==> config.mk <==
export PLATFORM = sky130hd
export DESIGN_NAME = counter
export DESIGN_NICKNAME = d
export VERILOG_FILES = /design/src/rtl/counter_pkg.sv /design/src/rtl/counter_bcd_digit.sv /design/src/rtl/counter.sv
export SDC_FILE = /design/constraint.sdc
export NUM_CORES = 1
export LEC_CHECK = 0
export CORE_MARGIN = 2
export CORE_UTILIZATION = 40
export CTS_BUF_LIST = sky130_fd_sc_hd__clkbuf_4
export DETAILED_ROUTE_END_ITERATION = 16
export PLACE_DENSITY = 0.66
export SLEW_MARGIN = 10
export SYNTH_ARGS = -nofsm -noshare
export SYNTH_HDL_FRONTEND = slang
export SYNTH_SLANG_ARGS = --single-unit
export TNS_END_PERCENT = 50
==> constraint.sdc <==
create_clock -name clk -period 2.45 [get_ports clk]
set_clock_uncertainty 0.1 [all_clocks]
set_input_delay 0.245 -clock clk [delete_from_list [all_inputs] [get_ports clk]]
set_output_delay 0.245 -clock clk [all_outputs]
set_load 0.005 [all_outputs]
==> src/rtl/counter_pkg.sv <==
// rtl/counter_pkg.sv - shared field widths, offsets, digit limits and time type for counter
`timescale 1ns/1ps
package counter_pkg;

    localparam int TIME_W = 20;

    localparam int W_SU = 4;
    localparam int W_ST = 3;
    localparam int W_MU = 4;
    localparam int W_MT = 3;
    localparam int W_HU = 4;
    localparam int W_HT = 2;

    localparam int OFF_SU = 0;
    localparam int OFF_ST = 4;
    localparam int OFF_MU = 7;
    localparam int OFF_MT = 11;
    localparam int OFF_HU = 14;
    localparam int OFF_HT = 18;

    localparam int MAX_UNITS   = 9;
    localparam int MAX_TENS    = 5;
    localparam int MAX_HT      = 2;
    localparam int MAX_HU_LAST = 3;

    typedef logic [TIME_W-1:0] time_t;

    function automatic time_t pack_time(
        input logic [W_HT-1:0] ht,
        input logic [W_HU-1:0] hu,
        input logic [W_MT-1:0] mt,
        input logic [W_MU-1:0] mu,
        input logic [W_ST-1:0] st,
        input logic [W_SU-1:0] su
    );
        time_t t;
        t = '0;
        t[OFF_HT +: W_HT] = ht;
        t[OFF_HU +: W_HU] = hu;
        t[OFF_MT +: W_MT] = mt;
        t[OFF_MU +: W_MU] = mu;
        t[OFF_ST +: W_ST] = st;
        t[OFF_SU +: W_SU] = su;
        return t;
    endfunction

endpackage

==> src/rtl/counter_bcd_digit.sv <==
// rtl/counter_bcd_digit.sv - one wrapping BCD digit with increment, clear and carry-out
`timescale 1ns/1ps
module bcd_digit #(
    parameter int W   = 4,
    parameter int MAX = 9
) (
    input  logic         clk,
    input  logic         rstn,
    input  logic         inc,
    input  logic         clr,
    output logic [W-1:0] value,
    output logic         carry
);

    localparam logic [W-1:0] LAST = W'(MAX);

    assign carry = inc && (value == LAST);

    always_ff @(posedge clk or negedge rstn) begin
        if (!rstn) begin
            value <= '0;
        end else if (clr) begin
            value <= '0;
        end else if (inc) begin
            value <= (value == LAST) ? '0 : value + 1'b1;
        end
    end

endmodule

==> src/rtl/counter.sv <==
// rtl/counter.sv - 24-hour BCD time-of-day counter; optional day_pulse under COUNTER_DAY_PULSE_EN
`timescale 1ns/1ps
module counter
    import counter_pkg::*;
#(
    parameter int TICK_DIV = 1
) (
    input  logic              clk,
    input  logic              rstn,
    output logic [TIME_W-1:0] out_time
`ifdef COUNTER_DAY_PULSE_EN
    ,
    output logic              day_pulse
`endif
);

    localparam int PW = (TICK_DIV > 1) ? $clog2(TICK_DIV) : 1;
    localparam logic [PW-1:0] PRESC_LAST = PW'(TICK_DIV - 1);

    logic [PW-1:0] presc;
    logic          tick;

    assign tick = (presc == PRESC_LAST);

    always_ff @(posedge clk or negedge rstn) begin
        if (!rstn) begin
            presc <= '0;
        end else if (tick) begin
            presc <= '0;
        end else begin
            presc <= presc + 1'b1;
        end
    end

    logic [W_SU-1:0] su;
    logic [W_ST-1:0] st;
    logic [W_MU-1:0] mu;
    logic [W_MT-1:0] mt;
    logic [W_HU-1:0] hu;
    logic [W_HT-1:0] ht;
    logic            su_c, st_c, mu_c, mt_c, hu_c, ht_c;
    logic            at_last;
    logic            day_wrap;

    // Hours wrap at 23, not at the natural 29/99 digit limits, so both hour
    // digits are cleared from here on the final tick of the day.
    assign at_last = (ht == W_HT'(MAX_HT)) && (hu == W_HU'(MAX_HU_LAST)) &&
                     (mt == W_MT'(MAX_TENS)) && (mu == W_MU'(MAX_UNITS)) &&
                     (st == W_ST'(MAX_TENS)) && (su == W_SU'(MAX_UNITS));
    assign day_wrap = (tick && at_last) || ht_c;

    bcd_digit #(.W(W_SU), .MAX(MAX_UNITS)) u_su (
        .clk(clk), .rstn(rstn), .inc(tick), .clr(1'b0), .value(su), .carry(su_c)
    );
    bcd_digit #(.W(W_ST), .MAX(MAX_TENS)) u_st (
        .clk(clk), .rstn(rstn), .inc(su_c), .clr(1'b0), .value(st), .carry(st_c)
    );
    bcd_digit #(.W(W_MU), .MAX(MAX_UNITS)) u_mu (
        .clk(clk), .rstn(rstn), .inc(st_c), .clr(1'b0), .value(mu), .carry(mu_c)
    );
    bcd_digit #(.W(W_MT), .MAX(MAX_TENS)) u_mt (
        .clk(clk), .rstn(rstn), .inc(mu_c), .clr(1'b0), .value(mt), .carry(mt_c)
    );
    bcd_digit #(.W(W_HU), .MAX(MAX_UNITS)) u_hu (
        .clk(clk), .rstn(rstn), .inc(mt_c), .clr(day_wrap), .value(hu), .carry(hu_c)
    );
    bcd_digit #(.W(W_HT), .MAX(MAX_HT)) u_ht (
        .clk(clk), .rstn(rstn), .inc(hu_c), .clr(day_wrap), .value(ht), .carry(ht_c)
    );

    assign out_time = pack_time(ht, hu, mt, mu, st, su);

`ifdef COUNTER_DAY_PULSE_EN
    always_ff @(posedge clk or negedge rstn) begin
        if (!rstn) begin
            day_pulse <= 1'b0;
        end else begin
            day_pulse <= day_wrap;
        end
    end
`endif

endmodule

; ---- Word level (Yosys, flattened, before mapping)
; Index checks and enable logic that the tools add are counted.
[classes]
n_reduce_logical = 15
eq_ne = 7
bitwise = 1
addsub = 7
n_mux = 11
[ops]
columns = op, n
row1 = $mux W4, 5
row2 = $add A4 B1 Y4 const B, 3
row3 = $eq A4 B4 Y1 const B, 3
row4 = $logic_and A1 B1 Y1, 12
row5 = $add A3 B1 Y3 const B, 2
row6 = $eq A3 B3 Y1 const B, 2
row7 = $mux W2, 3
row8 = $mux W3, 2
row9 = $eq A4 B2 Y1 const B, 1
row10 = $reduce_bool A2 Y1, 2
row11 = $add A2 B1 Y2 const B, 1
row12 = $eq A2 B2 Y1 const B, 1
row13 = $add A1 B1 Y1 const B, 1
row14 = $logic_or A1 B1 Y1, 1
row15 = $mux W1, 1
row16 = $not A1 Y1, 1
[word_totals]
out_inout_bits = 20
ff_bits = 21
input_bits = 2

; ---- Depth between registers and ports, before layout
; Gate-level depths: netlist of the first run.
[logic_depth]
depth_word = 9
mapped_depth = 5
mapped_depth_nobuf = 5

; ---- Modules after synthesis
; From an unflattened synthesis of the first run, not the netlist that was laid out.
[unflattened]
hier_cells = 120
area_unflattened_um2 = 1193.6
[modules_own_cells]
columns = mod, cells_each, seq_area_each_um2, n_inst, area_each_um2
row1 = bcd_digit (u_hu ...), 26, 100.1, 3, 241.5
row2 = bcd_digit (u_mt ...), 12, 75.1, 2, 148.9
row3 = bcd_digit (u_ht), 9, 50.0, 1, 97.6
row4 = counter, 9, 0.0, 1, 73.8

; ---- Worst setup path after synthesis of the first run
; No wires, ideal clock.
[synth_timing]
path_kind = register to register
from = register u_su.value[2]
to = register u_ht.value[0]
t_required_ps = 2223
path_stages_with_launch = 5
path_buffers = 0
setup_slack_ps = 415
t_arrival_ps = 1807
setup_ps = 127
cell_sequence = dfrtp_1 > nand4bb_4 > nor4_4 > or3b_1 > mux2_1
[synth_between]
elab_chain_len = 9
word_cells_on_any_way = 12
classes_between = eq/ne: 1 / mux: 1 / reduce/logical: 10
[synth_rtl]
columns = element, line_no
row1 = start: declaration, counter_bcd_digit.sv:11  ; output logic [W-1:0] value,
row2 = start signal: assignment, counter_bcd_digit.sv:25  ; value <= (value == LAST) ? '0 : value + 1'b1;
row3 = $eq A4 B4 Y1 *, "counter_bcd_digit.sv:17, counter.sv:49"
row4 = $logic_and A1 B1 Y1 (6 in a row), counter_bcd_digit.sv:17  ; assign carry = inc && (value == LAST);
row5 = $logic_or A1 B1 Y1, counter.sv:50  ; assign day_wrap = (tick && at_last) || ht_c;
row6 = $mux W2 or $reduce_bool A2 Y1 (tied branches), -
row7 = end signal: assignment, counter_bcd_digit.sv:25
row8 = end: declaration, counter_bcd_digit.sv:11
; Every way passes the cells marked *; elsewhere a longest branch is shown, timed or not.
; A chain may end at the register's enable or synchronous reset.

; ---- Worst setup path in the final report of the first run
; Ends and elaborated chain as after synthesis.

==> flow_summary.ini, run 1 <==
[sta]
timing_hold_violations_final = 0
slew_headroom = 0.653
rsz0062_at_grt = no
fmax_mhz = 493
finalSetupViolCount = 0
fin_tns_setup_ns = 0
min_period_over_period = 0.828
worst_pin_slew_ns = 0.514
finalCriticalPeriod_ns = 2.03
hold_slack_ns = 0.176
final-max-slew-violation-count = 0

[synthesis]
synthCells = 86
synth.area.top_cells = dfrtp_1, mux2_2, nand2_1
synthArstFlopShare = 1.00
yosysTopAreaCellShare = 0.508
synth.avg_cell_area_sq_um = 11.4
synth.net_count = 90
yosys.area.top_type = dfrtp_1
post-synth-top-count-cell = dfrtp_1
synth_cell_type_count = 31
synth_area_sq_um = 985
ys_ff_latch = 20
synth.yosys.seq_area_share = 0.508
synthFlopType = dfrtp_1
yosysWarnings = 0
yosys-top-cells-count = dfrtp_1, nand2_1, o21ai_0
synth-edff-count = 0

[power]
switchingPower_w = 0.0000972
p_leak_nw = 0.550
total_power_w = 0.000487
swShare = 0.200
p_clk_frac = 0.304
p_seq_frac = 0.678
comb_power_share = 0.018
ir_worst_vdd_v = 0.000274
p_int_w = 0.000389
power.density_mw_per_mm2 = 384

[job]
cap_violations = 0

[global_route]
grt_max_degree = 21
grt_pass1_vias = 671
antenna_found_initial = 0
gr-usage-all-layers = 0.147
grt.overflow.total = 0
grt_pass1_wl_mm = 3.02

[clocking]
clk_pin_slew_worst_paths_ns = 0.11
hold_buffers = 0
cts-root-buf = clkbuf_4
cts_sinks = 20
clk_path_buf_depth = 2
cts_max_level = 1
post-cts-setup-buffers = 0
tritoncts = done
ctsResizeCount = 0
cts_buffers = 3
clk-insertion-delay-late_ns = 0.29

[layout]
stdcell_count = 140
antennaDiodeCount = 0
final_nets = 118
fin_area_sq_mm = 0.00127
syn2layout_area_growth_pct = 28.7
drive_gt1_frac = 0.107

[critical_path]
endpoint = u_ht.value[0]$_DFFE_PN0P_
end_kind = flop
slowest_stage = dfrtp_1
crit_fanout = 7
r2r_slack_ns = 0.42
start_kind = flop
r2r-end = u_ht.value[0]$_DFFE_PN0P_
crit_type = flop to flop
crit_chain = nand4bb_4 -> nor4_4 -> or3b_1 -> mux2_1
max_stage_delay_ns = 0.47
reg2reg_depth = 4
rr_startpoint = u_su.value[2]$_DFF_PN0_
critical_path_required_ns = 2.52
cp.arrival_ns = 2.10
crit_start = u_su.value[2]$_DFF_PN0_

[detailed_routing]
drtIter0Drc = 8
wl_met2_microns = 753
drt-met1-wl_microns = 902
highest_layer = met4
wl_per_cell_microns = 12.3
via_per_inst = 5.13
drc = 0
dr_total_vias = 718
wl_met3_microns = 50
first_pass_iters = 4
final_antenna_net_count = 0
wl_mm = 1.73

[die]
initial_core_util = 0.433
die_area_sq_mm = 0.00287
die_h_microns = 53.6
die_w_microns = 53.6
coreArea_sq_mm = 0.00228
rows = 17
ios = 22

[placed_design]
placed_cell_area_sq_mm = 0.00124
gp_congestion = 0.708
dp_hpwl_mm = 1.27
port_buffers = 21
dp.cells = 137

[min_path]
hold_class = input pin to asynchronous set/reset pin

[status]
outcome = finished, final reports clean
power by group through the flow:
stage,registers [W],logic [W],clock network [W]
6_report,0.000330,0.00000870,0.000148
2_1_floorplan,0.000336,0.000000000186,0
3_5_place_dp,0.000336,0.00000952,0
3_3_place_gp,0.000336,0.00000942,0
5_1_grt,0.000330,0.0000105,0.000169
4_1_cts,0.000330,0.00000951,0.000155
critical path, delay by kind of cell (launching register included):
family	cells	cell delay, ns
AND/OR/NAND/NOR	3	1.02
flip-flops	1	0.47
multiplexers	1	0.32
layout by cell type (no fill, tap or decap), drive strengths merged:
master	netlist	routed
buf	0	2
xnor2	4	4
and3	1	1
nand2	10	10
xor2	1	1
nor2	4	4
or2	1	1
a211oi	1	1
nor4bb	1	1
nor3	2	2
nand2b	2	2
nand4bb	2	2
mux2i	2	2
nand3	1	1
nor4	1	1
o21ai	7	7
a22o	2	2
o22ai	1	1
nor3b	2	2
a21oi	1	1
clkdlybuf4s50	0	21
a221o	1	1
nand4b	2	2
clkbuf	0	3
a21o	1	1
dfrtp	20	20
mux2	6	6
or3b	1	1
a22oi	1	1
nor2b	2	2
inv	4	4
ha	2	2
cells by family after synthesis:
kind of cell	count (synthesis)	share of synthesized area
AOI/OAI and AO/OA	15	0.0978
adders and majority gates	2	0.0254
muxes	8	0.0889
xor gates and xnor gates	5	0.0445
and+or+nand+nor	32	0.220
DFF	20	0.508
buffers and inverters	4	0.0152
metrics by stage:
stage,worst slack [ns],utilization
final,0.422,0.557
after global placement,0.507,0.547
after CTS,0.428,0.557
after global routing,0.332,0.557
after detailed placement,0.449,0.547
after floorplan,0.415,-
routing by layer:
layer / global-route usage / vias up
met5: 0 / -
met2: 0.222 / 13
met4: 0.0812 / 0
met3: 0.0306 / 2
met1: 0.195 / 339
li1: - / 364
sequential cells by signal (all words and copies together), names as in the netlist:
name / cells
u_ht.value: 2
u_hu.value: 4
u_mt.value: 3
u_mu.value: 4
u_st.value: 3
u_su.value: 4
cell type report:
cell class                 count  area [sq um]
clock buffer                   3          22.5
sequential                    20           500
tap                           28          35.0
timing repair buffer          23           225
inverter                       4          15.0
fill                         196          1010
multi-input combinational     62           469
worst min-delay path by stage:
| stage | start | endpoint | cells past startpoint |
|---|---|---|---|
| after global placement | u_mt.value[0]$_DFFE_PN0N_ | u_mt.value[0]$_DFFE_PN0N_ | 1 |
| after detailed placement | u_mt.value[0]$_DFFE_PN0N_ | u_mt.value[0]$_DFFE_PN0N_ | 1 |
| after CTS | rstn | u_hu.value[2]$_DFFE_PN0P_ | 2 |
| after floorplan | rstn | u_ht.value[0]$_DFFE_PN0P_ | 0 |
| final | rstn | u_ht.value[1]$_DFFE_PN0P_ | 2 |
| after global routing | rstn | u_mu.value[3]$_DFFE_PN0N_ | 2 |
Power figures use the tool's default switching activity.
==> inputs of run 2 (changes only) <==
==> constraint.sdc (replaced) <==
create_clock -name clk -period 2.1 [get_ports clk]
set_clock_uncertainty 0.1 [all_clocks]
set_input_delay 0.21 -clock clk [delete_from_list [all_inputs] [get_ports clk]]
set_output_delay 0.21 -clock clk [all_outputs]
set_load 0.005 [all_outputs]
==> flow_summary.ini, run 2 (same netlist as run 1, synthesis figures left out) <==
[status]
outcome = finished, final reports clean

[die]
rows = 17
die_h_microns = 53.6
ios = 22
die_w_microns = 53.6
initial_core_util = 0.433
die_area_sq_mm = 0.00287
coreArea_sq_mm = 0.00228

[detailed_routing]
via_per_inst = 5.17
wl_per_cell_microns = 12.7
wl_mm = 1.83
first_pass_iters = 4
dr_total_vias = 745
final_antenna_net_count = 0
drtIter0Drc = 6
drc = 0

[power]
p_leak_nw = 0.571
ir_worst_vdd_v = 0.000326
power.density_mw_per_mm2 = 437
total_power_w = 0.000567

[clocking]
cts_sinks = 20
clk_pin_slew_worst_paths_ns = 0.10
ctsResizeCount = 0
clk_path_buf_depth = 2
cts_max_level = 1
cts-root-buf = clkbuf_4
post-cts-setup-buffers = 0
hold_buffers = 0
tritoncts = done
cts_buffers = 3
clk-insertion-delay-late_ns = 0.29

[layout]
drive_gt1_frac = 0.138
antennaDiodeCount = 0
top_regs = u_hu.value: 4 flops, u_mu.value: 4 flops, u_su.value: 4 flops
fillers = 205
final_cell_mix = clkdlybuf4s50_1, dfrtp_1, nand2_1
mostFrequentLayoutCell = clkdlybuf4s50_1
final_nets = 122
syn2layout_area_growth_pct = 31.8
multi_input_area_sq_um = 469
ff_latch_area_sq_um = 500

[sta]
fin_tns_setup_ns = 0
timing_hold_violations_final = 0
finalCriticalPeriod_ns = 1.92
fmax_mhz = 520
slew_headroom = 0.703
final-max-slew-violation-count = 0
worst_pin_slew_ns = 0.439
min_period_over_period = 0.916
finalSetupViolCount = 0
rsz0062_at_grt = no

[global_route]
grt_pass1_vias = 699
antenna_found_initial = 0
grt.overflow.total = 0
grt_pass1_wl_mm = 3.13
grt_max_degree = 21
gr-usage-all-layers = 0.153

[critical_path]
slowest_stage = dfrtp_1
r2r_slack_ns = 0.18
crit_fanout = 6
end_kind = flop
cp.arrival_ns = 2.00
critical_path_required_ns = 2.18
max_stage_delay_ns = 0.51
r2r-end = u_ht.value[1]$_DFFE_PN0P_
reg2reg_depth = 4
crit_chain = nand4bb_4 -> nor4_4 -> or3b_1 -> mux2_1
start_kind = flop
crit_type = flop to flop
rr_startpoint = u_su.value[3]$_DFF_PN0_

[job]
cap_violations = 0

[placed_design]
port_buffers = 21
gp_congestion = 0.781
dp_hpwl_mm = 1.42

[min_path]
hold_class = input pin to asynchronous set/reset pin
-- run 2: cell count changes in the layout (fill, tap and decap cells not counted), sizes merged --
cell | previous run | this run
buf | 2 | 6
-- run 2: critical path: cells and delay by family (launching register included) --
family        cells  cell delay [ns]
simple gates      3             0.89
flops             1             0.51
mux               1             0.32
-- run 2: worst max-delay path by stage --
stage | cells after the start | start | to | slack (ns)
floorplan | 4 | u_su.value[2]$_DFF_PN0_ | u_ht.value[1]$_DFFE_PN0P_ | 0.07
global route | 4 | u_st.value[0]$_DFFE_PN0N_ | u_ht.value[1]$_DFFE_PN0P_ | 0.08
global placement | 4 | u_su.value[3]$_DFF_PN0_ | u_ht.value[1]$_DFFE_PN0P_ | 0.22
CTS | 4 | u_su.value[3]$_DFF_PN0_ | u_ht.value[1]$_DFFE_PN0P_ | 0.16
detailed placement | 4 | u_su.value[3]$_DFF_PN0_ | u_ht.value[1]$_DFFE_PN0P_ | 0.18
finish | 4 | u_su.value[3]$_DFF_PN0_ | u_ht.value[1]$_DFFE_PN0P_ | 0.18
-- run 2: routing by layer --
layer  share of wire  up-vias  GRT usage
met5               0        -          0
met3           0.036        4     0.0167
met1            0.46      359      0.196
met2            0.48       15      0.245
met4           0.028        0      0.103
li1                -      367          -
-- run 2: report_power, final --
group	internal (W)	switching, W	leakage (nW)	total [W]
registers	0.000385	0	0.266	0.000385
clock network	0.0000666	0.000105	0.0138	0.000172
logic	0.00000285	0.00000730	0.292	0.0000101
total	0.000454	0.000113	0.571	0.000567
-- run 2: metrics by stage --
| step | cells | util | cell area (sq um) | hold WS [ns] | setup slack [ns] |
|---|---|---|---|---|---|
| floorplan | 86 | - | 985 | -0.186 | 0.0655 |
| global placement | 141 | 0.560 | 1270 | 0.390 | 0.222 |
| detailed placement | 141 | 0.560 | 1270 | 0.387 | 0.184 |
| CTS | 144 | 0.570 | 1300 | 0.139 | 0.164 |
| global route | 144 | 0.570 | 1300 | 0.169 | 0.0818 |
| finish | 144 | 0.570 | 1300 | 0.142 | 0.177 |
-- run 2: final cells by class --
cell class	instances	share of cell area
tap	28	0.0270
sequential	20	0.386
inverter	4	0.0116
timing repair buffer	27	0.197
multi-input combinational	62	0.362
clock buffer	3	0.0174
